### config.mk
export PLATFORM = sky130hd
export DESIGN_NAME = rng_stream
export DESIGN_NICKNAME = d
export VERILOG_FILES = /design/src/rtl/rng_stream.sv
export SDC_FILE = /design/constraint.sdc
export NUM_CORES = 1
export LEC_CHECK = 0
export ABC_AREA = 1
export BUFFER_PORTS_ARGS = -buffer_cell sky130_fd_sc_hd__buf_2
export CAP_MARGIN = 20
export CELL_PAD_IN_SITES_DETAIL_PLACEMENT = 0
export CELL_PAD_IN_SITES_GLOBAL_PLACEMENT = 1
export CORE_AREA = 5 5 74 76
export DETAILED_ROUTE_END_ITERATION = 8
export DIE_AREA = 0 0 79 81
export PLACE_DENSITY_LB_ADDON = 0.1
export SLEW_MARGIN = 20
export SYNTH_ARGS = -nofsm -noshare
export SYNTH_HDL_FRONTEND = slang
export SYNTH_SLANG_ARGS = --single-unit
### constraint.sdc
create_clock -name clk -period 2.3 [get_ports clk]
set_clock_uncertainty 0.1 [all_clocks]
set_input_delay 0.115 -clock clk [delete_from_list [all_inputs] [get_ports clk]]
set_output_delay 0.115 -clock clk [all_outputs]
set_load 0.03 [all_outputs]
### src/rtl/rng_stream.sv
// rng_stream: LFSR/NLFSR pseudo-random sample stream with valid/ready output and reseed request
module rng_stream #(
    parameter int              WIDTH           = 8,
    parameter logic [WIDTH-1:0] LFSR_TAPS      = 8'hB8,
    parameter logic [WIDTH-1:0] NLFSR_TAPS     = 8'h8E,
    parameter logic [WIDTH-1:0] RESET_SEED     = 1,
    parameter int              RESEED_INTERVAL = 256
) (
    input  logic             clk,
    input  logic             reset,
    input  logic [1:0]       mode,
    input  logic [WIDTH-1:0] seed,
    input  logic             seed_load,
    input  logic             enable,
    input  logic             out_ready,
    output logic             out_valid,
    output logic [WIDTH-1:0] out_data,
    output logic             reseed_req
);
    localparam int LW = $clog2(WIDTH);
    localparam int CW = $clog2(RESEED_INTERVAL + 1);
    localparam logic [CW-1:0] RI = CW'(RESEED_INTERVAL);
    localparam logic [WIDTH-1:0] ONE = WIDTH'(1);

    function automatic logic [WIDTH-1:0] rev(input logic [WIDTH-1:0] v);
        logic [WIDTH-1:0] r;
        for (int i = 0; i < WIDTH; i++) r[i] = v[WIDTH-1-i];
        return r;
    endfunction

    logic [WIDTH-1:0] lfsr, nl, lfsr_nx, nl_raw, nl_nx, seed_fix, mix, f_val;
    logic [CW-1:0]    cnt;
    logic             capture;

    // next generator states, output selection and capture decision
    always_comb begin
        lfsr_nx  = {lfsr[WIDTH-2:0], ^(lfsr & LFSR_TAPS)};
        nl_raw   = {nl[WIDTH-2:0], ^(nl & NLFSR_TAPS) ^ (nl[1] & nl[2])};
        nl_nx    = (nl_raw == '0) ? ONE : nl_raw;
        seed_fix = (seed == '0) ? ONE : seed;
        mix      = lfsr_nx ^ nl_nx;
        f_val    = (mode == 2'b00) ? lfsr_nx :
                   (mode == 2'b01) ? nl_nx :
                   (mode == 2'b10) ? mix : (ONE << mix[LW-1:0]);
        capture  = enable && !seed_load && (!out_valid || out_ready);
    end

    // generator, output stage and sample counter state; reset > seed_load > capture
    always_ff @(posedge clk) begin
        if (reset) begin
            lfsr       <= RESET_SEED;
            nl         <= rev(RESET_SEED);
            out_valid  <= 1'b0;
            out_data   <= '0;
            reseed_req <= 1'b0;
            cnt        <= '0;
        end else if (seed_load) begin
            lfsr       <= seed_fix;
            nl         <= rev(seed_fix);
            out_valid  <= 1'b0;
            reseed_req <= 1'b0;
            cnt        <= '0;
        end else if (capture) begin
            lfsr      <= lfsr_nx;
            nl        <= nl_nx;
            out_data  <= f_val;
            out_valid <= 1'b1;
            cnt       <= (cnt == RI) ? cnt : cnt + 1'b1;
            if (cnt == RI - 1'b1) reseed_req <= 1'b1;
        end else if (out_valid && out_ready) begin
            out_valid <= 1'b0;
        end
    end
endmodule

Word-level counts from Yosys, hierarchy flattened
Cells that the tools add are included.
{ "op_classes": {"n_mux": 11, "bitwise_logic": 5, "reduce_logical": 17, "eq_ne": 4, "n_addsub": 1, "shifts": 1} }
{ "op_table": {"columns": ["operator", "count"], "rows": [
  ["$mux W8", 9],
  ["$logic_not A8 Y1", 2],
  ["$reduce_xor A8 Y1", 2],
  ["$add A9 B1 Y9 const B", 1],
  ["$eq A9 B8 Y1 const B", 1],
  ["$eq A9 B9 Y1 const B", 1],
  ["$shl A1 B3 Y8 const A", 1],
  ["$xor A8 B8 Y8", 1],
  ["$reduce_and A2 Y1", 3],
  ["$reduce_bool A2 Y1", 2],
  ["$logic_and A1 B1 Y1", 3],
  ["$eq A2 B1 Y1 const B", 1],
  ["$eq A2 B2 Y1 const B", 1],
  ["$logic_not A1 Y1", 2],
  ["$logic_not A2 Y1", 1],
  ["$mux W1", 2],
  ["$not A1 Y1", 2],
  ["$reduce_or A2 Y1", 1],
  ["$and A1 B1 Y1", 1],
  ["$logic_or A1 B1 Y1", 1],
  ["$xor A1 B1 Y1", 1]
]} }
{ "totals": {"in_bits": 15, "out_inout_bits": 10, "wordCells": 45, "ff_bits": 35} }

Depth between registers and ports, before layout
Gate-level depths: netlist of the first run.
{ "logic_depth": {"depth_word": 9, "mapped_depth": 13, "depth_no_buf": 12} }

Least setup slack after synthesis of the first run
Ideal clock, no wire load.
{ "synth_path": {"kind": "reg-to-reg", "from": "register out_valid", "to": "register nl[1]", "period_less_slack_ns": 1.512, "n_path_buf": 1, "arrival_time_ns": 1.338, "required_ns": 2.126, "path_stages_with_launch": 8, "setup_slack_ns": 0.788, "setup_time_ns": 0.074, "path_cell_list": "dfxtp_1 > nand2_1 > nand3_2 > inv_1 > nor2_2 > buf_2 > nand2_1 > a31oi_1"} }
{ "synth_via": {"elab_chain_len": 4} }
{ "synth_rtl": {"columns": ["item", "line", "text"], "rows": [
  ["from (decl)", "16", "output logic out_valid,"],
  ["from (signal assigned)", "53", "out_valid <= 1'b0;"],
  ["from (signal assigned)", "60", "out_valid <= 1'b0;"],
  ["from (signal assigned)", "67", "out_valid <= 1'b1;"],
  ["$logic_not A1 Y1", "45", "capture = enable && !seed_load && (!out_valid || out_ready);"],
  ["$logic_or A1 B1 Y1", "45", null],
  ["$logic_and A1 B1 Y1", "45", null],
  ["$reduce_bool A2 Y1 (no source line)", null, null],
  ["to (signal assigned)", "52", "nl <= rev(RESET_SEED);"],
  ["to (signal assigned)", "59", "nl <= rev(seed_fix);"],
  ["to (signal assigned)", "65", "nl <= nl_nx;"],
  ["to (decl)", "31", "logic [WIDTH-1:0] lfsr, nl, lfsr_nx, nl_raw, nl_nx, seed_fix, mix, f_val;"]
]} }
No other way between the ends.
A chain may end at the register's enable or synchronous reset.

Final worst setup path of the first run
{ "layout_path": {"from": "register out_valid", "to": "register nl[0]"} }
The elaborated chain is that of the path after synthesis.

==> results.ini, run 1 <==
[floorplan]
rows=25
core_um2=4660
die_area_um2=6400
die_w_um=79
die_h_um=81
pin_count=25
initial_core_util=0.434

[routing]
first_pass_iters=4
wl_met2_um=2330
wl_met1_um=2480
wl_um=5120
post_drt_wl_per_cell_um=14.1
met3_length_um=238
drc_errors=0
ant_nets=0
vias_per_cell=5.27
top_layer=met4
first_iter_violations=92
vias=1918

[critical_path]
critPathLaunch=out_valid$_SDFFE_PP0P_
crit_fanout=16
cp.arrival_ns=1.79
worstPathRequired_ns=2.42
slowest_delay_ns=0.55
path_cells=nand2_1 -> nand3_2 -> inv_1 -> nor2_2 -> nand2_1 -> a31oi_1
critPathCapture=nl[0]$_SDFFE_PP0P_
r2r_slack_ns=0.63
crit_type=flop to flop
critPathSlowestCell=nor2_2
end_kind=flop
path_common_cell=nand2_1
start_kind=flop
reg2reg_depth=6
r2r-end=nl[0]$_SDFFE_PP0P_
r2r-start=out_valid$_SDFFE_PP0P_

[timing]
fmax_mhz=600
finalSetupTns_ns=0
post-route-period-util=0.725
hold_viol=0
hold_ws_ns=0.00585
layout_setup_ws_ns=0.633
slew_violations=0
post-route-min-period_ns=1.67
tightest_slew_ns=0.612
rsz0062_at_grt=no
setup_viol=0
relSlewSlack=0.592

[final_layout]
design_area_um2=2270
layout_common_cells=nand2_1 (78), dfxtp_1 (35), inv_1 (27), a21oi_1 (27), buf_2 (24)
layout-drive-gt1-share=0.184
layoutNonFillerInstCount=364
utilization=0.488
num_antenna_cells=0
layout.nets=327
fillers=498
final_common_cell=nand2_1
area.growth.synth_to_final_pct=12.4

[cts]
clock_path_buffers=2
cts_hold_buf=0
clock_sinks=35
cts_resized=0
htree_levels=2
cts_root_buf=clkbuf_8
path_clk_slew_ns=0.08
clkLatencyLatePin_ns=0.30
cts_tree=built
cts_buffers=5
post_cts_buffers=0

[synthesis]
synth-seq-cells=35
synth_nets=306
yosysSeqAreaShare=0.347
synth.avg_cell_area_um2=7.02
synth_cell_types=31
syn_area_um2=2020
ys_warn_count=0
synthesis.instances=288

[run]
maxCapViolations=0

[place]
dpl_worst_slack_ns=0.544
port_buffers=24
dpl.hpwl_um=3830
place_area_um2=2140
gp_congestion=0.921
post-place-cells=356

[pwr]
p_total_mw=1.63
p_leak_nw=0.997
p_per_area_nw_per_um2=719
peakVddDrop_v=0.000418

[hold_path]
timing.hold.worst.class=input port to flop
hp-start=seed[6]

[global_routing]
grt_pass1_vias=1760
grt_max_degree=18
grt_pass1_wl_um=8710
antenna_found_initial=0
grt_overflow=0
track_usage=0.175

[outcome]
outcome=finished, final reports clean

-- logic make-up after synthesis --
logic type | share of synthesized area
compound gates | 0.200
flops | 0.347
simple gates | 0.293
fa+ha+maj | 0.0186
xor+xnor | 0.0390
buf+inv | 0.103
-- where the power goes --
part / total, mW / switching, mW / internal (mW) / leakage (nW)
clock network: 0.681 / 0.248 / 0.433 / 0.0644
logic: 0.278 / 0.184 / 0.0933 / 0.646
registers: 0.675 / 0.0382 / 0.637 / 0.287
total: 1.63 / 0.471 / 1.16 / 0.997
-- state kept, by name, summed over array words and instances, names as in the netlist --
name,count
out_valid,1
lfsr,8
reseed_req,1
cnt,9
out_data,8
nl,8
-- area by class of cell --
cell class | instances | area, µm² | share of cell area
Clock buffer | 5 | 68.8 | 0.0303
Inverter | 30 | 113 | 0.0495
Timing Repair Buffer | 27 | 143 | 0.0627
Tap cell | 54 | 67.6 | 0.0297
Clock inverter | 3 | 67.6 | 0.0297
Sequential cell | 35 | 701 | 0.308
Multi-Input combinational cell | 210 | 1110 | 0.490
-- critical path, delay by kind of cell (launching register included) --
family,cells,cell delay (ns)
buffers and inverters,1,0.20
flip-flops,1,0.32
AO/OA/AOI/OAI,1,0.18
AND/OR/NAND/NOR,4,0.81
-- Yosys cell counts --
cell type,instances,share of area
a21oi_2,5,0.022
o211ai_1,1,0.0037
nor3_1,3,0.0074
and2_1,1,0.0031
nand3_2,2,0.0099
o21ai_0,16,0.040
nand4_1,6,0.019
o2111ai_1,2,0.0087
nand2_2,4,0.012
dfxtp_1,35,0.35
a31oi_1,11,0.034
ha_1,3,0.019
buf_2,4,0.0099
a21oi_1,27,0.067
buf_6,5,0.028
inv_1,27,0.050
nor2_2,2,0.0062
xnor2_1,2,0.0087
clkbuf_1,3,0.0056
nand2_4,4,0.022
inv_2,3,0.0056
a221oi_1,5,0.022
nand3_1,9,0.022
nand2_1,78,0.14
nor4_1,1,0.0031
nor2_4,1,0.0056
xor2_1,7,0.030
nor2_1,18,0.033
a22oi_1,1,0.0037
buf_4,1,0.0037
or2_4,1,0.0043
-- per-layer routing --
| layer | track usage | vias to the layer above |
|---|---|---|
| li1 | - | 996 |
| met1 | 0.228 | 875 |
| met2 | 0.285 | 40 |
| met3 | 0.0388 | 7 |
| met4 | 0.0619 | 0 |
| met5 | 0 | - |
-- worst min path at each step --
| stage | to | slack [ns] | cells after the start |
|---|---|---|---|
| floorplan | lfsr[4]$_SDFFE_PP0P_ | 0.20 | 2 |
| global placement | out_valid$_SDFFE_PP0P_ | 0.32 | 4 |
| detailed placement | out_valid$_SDFFE_PP0P_ | 0.32 | 4 |
| CTS | out_valid$_SDFFE_PP0P_ | 0.008 | 4 |
| global route | lfsr[6]$_SDFFE_PP0P_ | 0.03 | 3 |
| finish | lfsr[6]$_SDFFE_PP0P_ | 0.006 | 3 |
(Power assumes the default switching activity.)
==> run 2, diff against run 1 <==
--- a/config.mk
+++ b/config.mk
@@ -10,9 +10,9 @@
 export CAP_MARGIN = 20
 export CELL_PAD_IN_SITES_DETAIL_PLACEMENT = 0
 export CELL_PAD_IN_SITES_GLOBAL_PLACEMENT = 1
-export CORE_AREA = 5 5 74 76
+export CORE_AREA = 5 5 80 82
 export DETAILED_ROUTE_END_ITERATION = 8
-export DIE_AREA = 0 0 79 81
+export DIE_AREA = 0 0 85 87
 export PLACE_DENSITY_LB_ADDON = 0.1
 export SLEW_MARGIN = 20
 export SYNTH_ARGS = -nofsm -noshare
==> constraint.sdc (replaced) <==
create_clock -name clk -period 1.37 [get_ports clk]
set_clock_uncertainty 0.1 [all_clocks]
set_input_delay 0.0685 -clock clk [delete_from_list [all_inputs] [get_ports clk]]
set_output_delay 0.0685 -clock clk [all_outputs]
set_load 0.03 [all_outputs]
==> run 2 against run 1 <==
The flow now finishes with violations (negative setup slack). Sequential power increased by 64%. Setup slack got worse by 0.74 ns. Hold slack improved by 0.0068 ns. Non-clock buffer count increased by 53. Critical path depth increased by 4. Largest cell class unchanged. Total power increased by 61%.
==> results.ini, run 2 (synthesized netlist as in run 1, its figures left out) <==
[outcome]
outcome=complete, but fails checks
violations=negative setup slack

[routing]
vias_per_cell=4.79  ; -9.1%
drc_errors=0  ; unchanged
vias=2098  ; +9.4%
first_pass_iters=4  ; unchanged
ant_nets=0  ; unchanged
first_iter_violations=93  ; +1.1%
post_drt_wl_per_cell_um=13.2  ; -5.9%
wl_um=5800  ; +13%

[critical_path]
crit_type=flop to flop
r2r-start=nl[1]$_SDFFE_PP0P_
critPathLaunch=nl[1]$_SDFFE_PP0P_
critPathCapture=out_data[6]$_SDFFE_PP0P_
crit_fanout=6  ; -10
reg2reg_depth=10  ; +4
start_kind=flop
cp.arrival_ns=1.59  ; -0.20 ns
r2r-end=out_data[6]$_SDFFE_PP0P_
worstPathRequired_ns=1.49  ; -0.93 ns
r2r_slack_ns=-0.10  ; -0.74 ns
end_kind=flop

[cts]
clkLatencyLatePin_ns=0.29  ; about the same
htree_levels=2  ; unchanged
clock_path_buffers=2  ; unchanged
clock_sinks=35  ; unchanged
cts_root_buf=clkbuf_8
cts_buffers=5  ; unchanged
cts_tree=built
path_clk_slew_ns=0.08  ; about the same

[final_layout]
multiInputGateArea_um2=1220  ; +9.6%
layout_common_cells=nand2_1 (71), buf_4 (49), a21oi_1 (25)
seq_area_um2=723  ; +3.2%
num_antenna_cells=0  ; unchanged
regMostFlops=cnt
fillers=616  ; +24%
layout-drive-gt1-share=0.386  ; +0.202
design_area_um2=2810  ; +24%
layoutNonFillerInstCount=438  ; +20%
layout.nets=380  ; +16%
largest_register_ff_count=9  ; unchanged
final_common_cell=nand2_1
area.growth.synth_to_final_pct=39.2

[floorplan]
initial_core_util=0.356  ; -0.0776
die_h_um=87  ; +7.4%
core_um2=5680  ; +22%
pin_count=25  ; unchanged
die_area_um2=7400  ; +16%
die_w_um=85  ; +7.6%
rows=28  ; +12%

[timing]
fmax_mhz=679  ; +13%
tightest_slew_ns=0.591  ; -0.0204 ns
hold_viol=0  ; unchanged
slew_violations=0  ; unchanged
rsz0062_at_grt=yes
post-route-min-period_ns=1.47  ; -0.195 ns
setup_viol=12  ; +12
post-route-period-util=1.07  ; +0.350
relSlewSlack=0.604  ; +0.0126
hold_ws_ns=0.0126  ; +0.00679 ns
layout_setup_ws_ns=-0.102  ; -0.735 ns

[run]
maxCapViolations=0  ; unchanged

[pwr]
p_per_area_nw_per_um2=933  ; +30%
peakVddDrop_v=0.000424  ; +1.4%
p_total_mw=2.63  ; +61%
p_leak_nw=1.26  ; +26%

[global_routing]
grt_pass1_vias=2077  ; +18%
grt_pass1_wl_um=9720  ; +12%
grt_overflow=0  ; unchanged
grt_max_degree=16  ; -2
antenna_found_initial=0  ; unchanged
track_usage=0.165  ; -0.0100

[place]
dpl.hpwl_um=4380  ; +14%
dpl_worst_slack_ns=-0.104  ; -0.648 ns
post-place-cells=420  ; +18%
port_buffers=24  ; unchanged
gp_congestion=0.831  ; -9.8%
place_area_um2=2530  ; +18%

[hold_path]
timing.hold.worst.class=input port to flop

## run 2: cell count changes in the layout (fill, tap and decap cells not counted), sizes merged
| cell | before | now |
|---|---|---|
| buf | 27 | 76 |
| bufinv | 2 | 0 |
| clkbuf | 5 | 8 |
| clkinvlp | 1 | 0 |
| dlygate4sd3 | 0 | 4 |
## run 2: repair_timing
action	4_1_cts	5_1_grt
pin swaps	8	3
buffers inserted	2	4
endpoints found under the setup margin	13	32
hold buffers	3	1
endpoints found under the hold margin	4	2
gates resized for setup	15	23
cloned	1	0
## run 2: layout make-up
cell class                 instances  share of cell area
clock buffer                       8              0.0356
inverter                          30              0.0409
multi-input combinational        210               0.434
sequential                        35               0.257
tap                               75              0.0333
timing repair buffer              80               0.200
## run 2: worst min-delay path by stage
| stage | endpoint | from | cells past startpoint | slack (ns) |
|---|---|---|---|---|
| after floorplan | nl[2]$_SDFFE_PP0P_ | seed[5] | 2 | 0.14 |
| after global placement | out_valid$_SDFFE_PP0P_ | out_ready | 4 | 0.27 |
| final | lfsr[7]$_SDFFE_PP0P_ | seed[7] | 3 | 0.01 |
| after CTS | lfsr[4]$_SDFFE_PP0P_ | seed[4] | 3 | 0.002 |
| after detailed placement | out_valid$_SDFFE_PP0P_ | out_ready | 4 | 0.28 |
| after global routing | nl[3]$_SDFFE_PP0P_ | seed[4] | 3 | 0.02 |
## run 2: per-stage QoR
| stage | TNS, ns | utilization |
|---|---|---|
| floorplan | -0.0275 | - |
| global placement | -0.264 | 0.445 |
| detailed placement | -0.353 | 0.445 |
| CTS | -0.317 | 0.476 |
| global route | -2.23 | 0.496 |
| finish | -0.603 | 0.496 |
## run 2: power breakdown
part           total, mW  switching (mW)  internal (mW)  leakage [nW]
Clock              0.836           0.377          0.459        0.0515
Sequential          1.11          0.0398           1.07         0.292
Combinational      0.681           0.392          0.290         0.917
Total               2.63           0.809           1.82          1.26
## run 2: worst max-delay path, cell delays in order, from the launching register on
cell	delay, ns
dfxtp_2	0.34
or2_4	0.25
nor2_4	0.12
nand2_4	0.08
nand2_4	0.08
nand2_4	0.08
nand2_4	0.09
nand3_1	0.07
nand2_1	0.06
nand2_1	0.06
a21oi_2	0.10
## run 2: metal layers
layer / up-vias / global-route usage / wire, µm
li1: 1099 / - / -
met1: 962 / 0.197 / 2580
met2: 32 / 0.302 / 2970
met3: 5 / 0.0322 / 188
met4: 0 / 0.0388 / 54
met5: - / 0 / 0
